### src/rtl/mips_cache_pkg.sv
// Shared definitions for the parameterised MIPS instruction cache:
// FSM state encoding, address-split widths and the counter ceiling.
package mips_cache_pkg;

  typedef enum logic [1:0] {
    IDLE  = 2'd0,
    FILL  = 2'd1,
    FLUSH = 2'd2
  } state_t;

  localparam logic [31:0] CNT_MAX = 32'hFFFF_FFFF;

  function automatic int unsigned off_bits(input int unsigned line_words);
    return $clog2(line_words);
  endfunction

  function automatic int unsigned idx_bits(input int unsigned sets);
    return $clog2(sets);
  endfunction

  function automatic int unsigned tag_bits(input int unsigned sets, input int unsigned line_words);
    return 32 - idx_bits(sets) - off_bits(line_words) - 2;
  endfunction

endpackage

### src/rtl/mips_plru_tree.sv
// Tree pseudo-LRU for one set: victim walk and touch update.
// The root splits on way bit 0, deeper levels on successively higher way bits.
module mips_plru_tree #(
  parameter int unsigned WAYS = 4
) (
  input  logic [WAYS-2:0]         plru,
  input  logic [$clog2(WAYS)-1:0] touch_way,
  output logic [WAYS-2:0]         plru_next,
  output logic [$clog2(WAYS)-1:0] victim
);

  localparam int unsigned WB = $clog2(WAYS);

  // Each node bit names the way-bit value on the side to evict next.
  always_comb begin : victim_walk
    int node;
    int vic;
    node = 1;
    vic  = 0;
    for (int k = 0; k < int'(WB); k++) begin
      if (plru[WB'(node - 1)]) begin
        vic  = vic | (1 << k);
        node = 2 * node + 1;
      end else begin
        node = 2 * node;
      end
    end
    victim = WB'(vic);
  end

  // Touching a way points every node on its path away from it.
  always_comb begin : touch_walk
    int node;
    int wbit;
    plru_next = plru;
    node      = 1;
    wbit      = 0;
    for (int k = 0; k < int'(WB); k++) begin
      wbit = (int'(touch_way) >> k) & 1;
      plru_next[WB'(node - 1)] = (wbit == 0);
      node = 2 * node + wbit;
    end
  end

endmodule

### src/rtl/mips_icache_param.sv
// Set-associative, read-only instruction cache with tree-PLRU replacement,
// sequential line fill from memory and a one-set-per-cycle flush walk.
module mips_icache_param
  import mips_cache_pkg::*;
#(
  parameter int unsigned WAYS       = 4,
  parameter int unsigned SETS       = 8,
  parameter int unsigned LINE_WORDS = 4
) (
  input  logic        clk,
  input  logic        rst,
  input  logic [31:0] addr,
  input  logic        read_en,
  output logic [31:0] readdata,
  output logic        stall,
  input  logic        flush,
  output logic        mem_req,
  output logic [31:0] mem_addr,
  input  logic [31:0] mem_rdata,
  input  logic        mem_valid,
  output logic [31:0] hit_count,
  output logic [31:0] miss_count
);

  localparam int unsigned OB  = off_bits(LINE_WORDS);
  localparam int unsigned IB  = idx_bits(SETS);
  localparam int unsigned TB  = tag_bits(SETS, LINE_WORDS);
  localparam int unsigned OBW = (OB > 0) ? OB : 1;
  localparam int unsigned WB  = $clog2(WAYS);

  state_t           state_q, state_d;
  logic [OBW-1:0]   beat_q;
  logic [TB-1:0]    fill_tag_q;
  logic [IB-1:0]    fill_idx_q;
  logic [WB-1:0]    victim_q;
  logic             flush_pend_q;
  logic [IB-1:0]    flush_idx_q;
  logic             retry_q;
  logic [31:0]      hit_cnt_q, miss_cnt_q;

  logic [WAYS-1:0]  valid_q  [SETS];
  logic [WAYS-2:0]  plru_q   [SETS];
  logic [TB-1:0]    tag_mem  [WAYS][SETS];
  logic [31:0]      data_mem [WAYS][SETS][LINE_WORDS];

  logic [TB-1:0]    a_tag;
  logic [IB-1:0]    a_idx;
  logic [OBW-1:0]   a_off;
  logic             hit_any, hit;
  logic [WB-1:0]    hit_way;
  logic             inv_any;
  logic [WB-1:0]    inv_way, new_victim;
  logic [IB-1:0]    plru_set;
  logic [WB-1:0]    plru_touch, plru_victim;
  logic [WAYS-2:0]  plru_next;
  logic             last_beat, fill_beat, fill_done;

  assign a_tag = TB'(addr >> (IB + OB + 2));
  assign a_idx = IB'(addr >> (OB + 2));
  assign a_off = OBW'(addr >> 2) & OBW'(LINE_WORDS - 1);

  // Tag compare across all ways of the addressed set; lowest way wins.
  always_comb begin : hit_detect
    hit_any = 1'b0;
    hit_way = '0;
    for (int w = int'(WAYS) - 1; w >= 0; w--) begin
      if (valid_q[a_idx][WB'(w)] && (tag_mem[WB'(w)][a_idx] == a_tag)) begin
        hit_any = 1'b1;
        hit_way = WB'(w);
      end
    end
  end

  // Empty ways are filled before the PLRU victim is consulted.
  always_comb begin : victim_pick
    inv_any = 1'b0;
    inv_way = '0;
    for (int w = int'(WAYS) - 1; w >= 0; w--) begin
      if (!valid_q[a_idx][WB'(w)]) begin
        inv_any = 1'b1;
        inv_way = WB'(w);
      end
    end
  end

  assign new_victim = inv_any ? inv_way : plru_victim;
  assign hit        = (state_q == IDLE) && read_en && hit_any;
  assign readdata   = hit ? data_mem[hit_way][a_idx][a_off] : 32'd0;

  // One PLRU engine: fill-time touches use the latched set, otherwise the CPU set.
  assign plru_set   = (state_q == FILL) ? fill_idx_q : a_idx;
  assign plru_touch = (state_q == FILL) ? victim_q : hit_way;

  mips_plru_tree #(.WAYS(WAYS)) u_plru (
    .plru      (plru_q[plru_set]),
    .touch_way (plru_touch),
    .plru_next (plru_next),
    .victim    (plru_victim)
  );

  assign last_beat = (beat_q == OBW'(LINE_WORDS - 1));
  assign fill_beat = (state_q == FILL) && mem_valid;
  assign fill_done = fill_beat && last_beat;

  always_ff @(posedge clk or negedge rst) begin : state_reg
    if (!rst) state_q <= IDLE;
    else      state_q <= state_d;
  end

  always_comb begin : fsm_next
    state_d  = state_q;
    stall    = 1'b1;
    mem_req  = 1'b0;
    mem_addr = 32'd0;
    unique case (state_q)
      IDLE: begin
        stall = read_en && !hit_any;
        if (flush)                     state_d = FLUSH;
        else if (read_en && !hit_any)  state_d = FILL;
      end
      FILL: begin
        mem_req  = 1'b1;
        mem_addr = (32'(fill_tag_q) << (IB + OB + 2)) |
                   (32'(fill_idx_q) << (OB + 2)) |
                   (32'(beat_q) << 2);
        if (fill_done) state_d = (flush_pend_q || flush) ? FLUSH : IDLE;
      end
      FLUSH: begin
        if (flush_idx_q == IB'(SETS - 1)) state_d = IDLE;
      end
      default: state_d = IDLE;
    endcase
  end

  // Control state, valid/PLRU arrays and counters.
  always_ff @(posedge clk or negedge rst) begin : ctrl_reg
    if (!rst) begin
      beat_q       <= '0;
      fill_tag_q   <= '0;
      fill_idx_q   <= '0;
      victim_q     <= '0;
      flush_pend_q <= 1'b0;
      flush_idx_q  <= '0;
      retry_q      <= 1'b0;
      hit_cnt_q    <= 32'd0;
      miss_cnt_q   <= 32'd0;
      for (int s = 0; s < int'(SETS); s++) begin
        valid_q[IB'(s)] <= '0;
        plru_q[IB'(s)]  <= '0;
      end
    end else begin
      unique case (state_q)
        IDLE: begin
          retry_q <= 1'b0;
          if (flush) begin
            flush_idx_q <= '0;
          end else if (read_en && !hit_any) begin
            fill_tag_q <= a_tag;
            fill_idx_q <= a_idx;
            victim_q   <= new_victim;
            beat_q     <= '0;
            if (miss_cnt_q != CNT_MAX) miss_cnt_q <= miss_cnt_q + 32'd1;
          end
          if (hit) begin
            plru_q[a_idx] <= plru_next;
            if (!retry_q && (hit_cnt_q != CNT_MAX)) hit_cnt_q <= hit_cnt_q + 32'd1;
          end
        end
        FILL: begin
          if (flush) flush_pend_q <= 1'b1;
          if (fill_beat) beat_q <= last_beat ? '0 : beat_q + OBW'(1);
          if (fill_done) begin
            valid_q[fill_idx_q][victim_q] <= 1'b1;
            plru_q[fill_idx_q]            <= plru_next;
            retry_q                       <= !(flush_pend_q || flush);
            flush_pend_q                  <= 1'b0;
            flush_idx_q                   <= '0;
          end
        end
        FLUSH: begin
          valid_q[flush_idx_q] <= '0;
          plru_q[flush_idx_q]  <= '0;
          flush_idx_q          <= flush_idx_q + IB'(1);
        end
        default: ;
      endcase
    end
  end

  // Tag and data storage carry no reset; valid bits qualify them.
  always_ff @(posedge clk) begin : array_wr
    if (fill_beat) data_mem[victim_q][fill_idx_q][beat_q] <= mem_rdata;
    if (fill_done) tag_mem[victim_q][fill_idx_q] <= fill_tag_q;
  end

  assign hit_count  = hit_cnt_q;
  assign miss_count = miss_cnt_q;

endmodule

### config.mk
export PLATFORM = sky130hd
export DESIGN_NAME = mips_icache_param
export DESIGN_NICKNAME = d
export VERILOG_FILES = /design/src/rtl/mips_cache_pkg.sv /design/src/rtl/mips_plru_tree.sv /design/src/rtl/mips_icache_param.sv
export SDC_FILE = /design/constraint.sdc
export NUM_CORES = 2
export LEC_CHECK = 0
export BUFFER_PORTS_ARGS = -buffer_cell sky130_fd_sc_hd__buf_2
export CORE_MARGIN = 3
export CORE_UTILIZATION = 40
export CTS_CLUSTER_DIAMETER = 60
export DETAILED_ROUTE_END_ITERATION = 10
export HOLD_SLACK_MARGIN = 0.08
export PLACE_DENSITY = 0.63
export SYNTH_ARGS = -nofsm -noshare
export SYNTH_HDL_FRONTEND = slang
export SYNTH_MEMORY_MAX_BITS = 65536
export SYNTH_SLANG_ARGS = --single-unit
### constraint.sdc
create_clock -name clk -period 13.3 [get_ports clk]
set_clock_uncertainty 0.05 [all_clocks]
set_input_delay 1.33 -clock clk [delete_from_list [all_inputs] [get_ports clk]]
set_output_delay 1.33 -clock clk [all_outputs]
set_load 0.02 [all_outputs]
==> flow_summary.toml <==
[outcome]
status = "finished, final reports clean"

[placed_design]
gp_congestion = 0.809
port_buffers = 194
post-place-cells = 9500
dpl.hpwl_mm = 148

[synth]
synth-xor-area-share = 0.00730
seq_area_frac_synth = 0.750
synth.avg_cell_area_um2 = 16.3
synth_ff_type = "edfxtp_1"
netlist-cell-type-count = 72
synth-compound-area-share = 0.0951
synth_area_leader_cell = "edfxtp_1"
synth_edf_count = 2456
synthCells = 6256
yosysTopAreaCellShare = 0.723
synth-simple-area-share = 0.0668
yosys-top-cells-count = "edfxtp_1, nand2_1, a21oi_1, clkbuf_1, mux2i_1"
synth_top_family_by_area = "compound AO/OA/AOI/OAI gates"
synth.most_common_cell = "edfxtp_1"
synthArstFlopShare = 0.0429
ys_top_cells_by_area = "edfxtp_1, dfrtp_1, mux2i_1"
synth.area.mux_share = 0.0593
ys_seq_elements = 2566
synth_warnings = 0
syn-cell-area_um2 = 102000
synthAdderAreaFrac = 0.000981

[critical_path]
path_delay_family = "simple AND/OR/NAND/NOR gates"
cp_common_cell = "buf_4"
cp.required_ns = 11.92
critPathMaxStageDelay_ns = 0.75
cp_slowest_cell = "buf_4"
r2r-start = "tag_mem[0][13]"
cp-end-kind = "output port"
r2r_setup_slack_ns = 7.74
rr_worst_depth = 13
critPathBufInv = 5
crit_fanout = 120
cp-start-kind = "input pin"
path_class = "in -> out"
worstPathArrival_ns = 8.70
startpoint = "addr[6]"
cp_cell_sequence = "buf_6, buf_4, nand2_1, o22ai_1, nor3_1, a2111o_1, or4_1, or4_4, nand2_8, buf_4, buf_4, nand2_1, a221oi_1, a32oi_1, o2111ai_1, buf_2"
r2r_end = "hit_count[21]"

[final_layout]
layoutNonFillerInstCount = 9978
finalNetCount = 6509
synthToLayoutAreaGrowth_pct = 13.4
final.fill_count = 21400
drive_above_1_share = 0.192

[sta]
final-setup-viol-count = 0
final_max_slew_viol_count = 0
setup_tns_ns = 0
min_period_ns = 10.08
max_freq_ghz = 0.0992
fin_crit_sh = 0.758
hold_viol_final = 0
rsz0062_at_grt = "no"
worst_slew_pin_slew_ns = 1.34
slew_headroom = 0.103

[global_routing]
first_global_vias = 57400
grt_usage = 0.214
gr-total-overflow = 0
antenna_found_initial = 27
grt_pass1_wl_mm = 412
grt_max_degree = 201

[routing]
drt_pre_antenna_iters = 6
viasPerCell = 6.04
wl_per_cell_um = 29.0
wl_met1_mm = 119
wl_met2_mm = 132
routed_wl_mm = 289
drc = 0
ant_nets = 0
route.met3.wl_mm = 28.6
top_layer_used = "met5"
num_vias = 60300
first_iter_violations = 7979

[floorplanning]
die_area_um2 = 261000
die-height_um = 511
start_util = 0.404
core-area_um2 = 253000
die_w_um = 511
pin_count = 199
rows = 184

[hold_path]
hp-class = "in -> async"

[job]
max_cap_violations = 0

[clocking]
cts_buffers = 278
htree_levels = 5
numClockSinks = 2566
cts_tree = "done"
postCtsHoldBufs = 0
clockBufferDepth = 4
root_buffer = "clkbuf_16"
path_clk_slew_ns = 0.05
clk_latency_ns = 0.94
post_cts_resized = 0
cts_setup_buffers = 0

[power]
power_density_nw_per_um2 = 149
leakage_uw = 0.0380
peakVddDrop_mv = 0.126
layout make-up:
cell class,instances,area [um^2],share of cell area
antenna,15,37.5,0.000325
timing repair buffer,361,2420,0.0209
inverter,9,33.8,0.000292
clock buffer,357,7470,0.0646
multi-input combinational,3216,24200,0.209
clock inverter,106,785,0.00678
sequential,2566,76500,0.661
tap,3348,4190,0.0362
cells in the final DEF, fill, tap and decap left out, types with 55 or more instances in the layout:
| cell | instances |
|---|---|
| edfxtp_1 | 2456 |
| nand2_1 | 517 |
| a21oi_1 | 300 |
| clkbuf_16 | 285 |
| mux2i_1 | 272 |
| a31o_2 | 246 |
| and3_1 | 235 |
| buf_2 | 190 |
| buf_4 | 154 |
| nand3_1 | 144 |
| a211oi_1 | 131 |
| mux4_2 | 112 |
| dfrtp_1 | 110 |
| a32oi_1 | 100 |
| a21boi_0 | 95 |
| o31ai_1 | 93 |
| mux2_2 | 71 |
| nor2_4 | 70 |
| or4_1 | 66 |
| clkbuf_1 | 65 |
| nor4_1 | 62 |
| a31oi_1 | 55 |
| xnor2_1 | 55 |
stage by stage:
stage,total power [uW],worst slack [ns],instance area (um^2),hold slack (ns),utilization
6_report,17300,3.22,116000,0.379,0.458
5_1_grt,17700,2.93,116000,0.406,0.458
4_1_cts,17300,3.29,116000,0.360,0.458
3_5_place_dp,10300,3.35,107000,0.428,0.425
3_3_place_gp,10200,3.35,107000,0.420,0.425
2_1_floorplan,9790,6.54,102000,0.407,-
power breakdown:
| group | internal, uW | switching, uW |
|---|---|---|
| combinational | 223 | 540 |
| clock | 4140 | 3010 |
| sequential | 9110 | 230 |
per-layer routing:
layer,up-vias,GRT usage
li1,25400,-
met1,31200,0.306
met2,3069,0.330
met3,554,0.0426
met4,4,0.0693
met5,-,0
sequential cells by signal, indices dropped and copies added, names as in the netlist, 2 cells and up:
register and count:
state_q 2, hit_count 32, fill_tag_q 25, valid_q 16, flush_idx_q 3, tag_mem 400
beat_q 2, miss_count 32, fill_idx_q 3, data_mem 2048
worst register-to-register path, stage by stage (launching register included):
cell and delay (ns):
edfxtp_1 0.35, mux4_2 0.48, mux2i_1 0.19, xnor2_1 0.12, a2111o_1 0.51, or4_1 0.63, or4_4 0.75, buf_4 0.48
a2111oi_4 0.43, buf_4 0.28, and4_1 0.48, nand3_2 0.29, nor3_2 0.22, xor2_1 0.18
cells by family after synthesis:
family                     Yosys count
xor gates and xnor gates            85
AOI/OAI and AO/OA                 1322
other                                1
and+or+nand+nor                   1344
muxes                              455
DFF                               2566
adders and majority gates            8
buffers and inverters              475
worst max path at each step:
| stage | endpoint | slack, ns | cells past startpoint |
|---|---|---|---|
| after floorplan | readdata[11] | 6.54 | 19 |
| after global placement | readdata[7] | 3.35 | 16 |
| after detailed placement | readdata[4] | 3.35 | 16 |
| after CTS | readdata[4] | 3.29 | 16 |
| after global routing | readdata[7] | 2.93 | 17 |
| final | readdata[4] | 3.22 | 16 |
(Power assumes the default switching activity.)
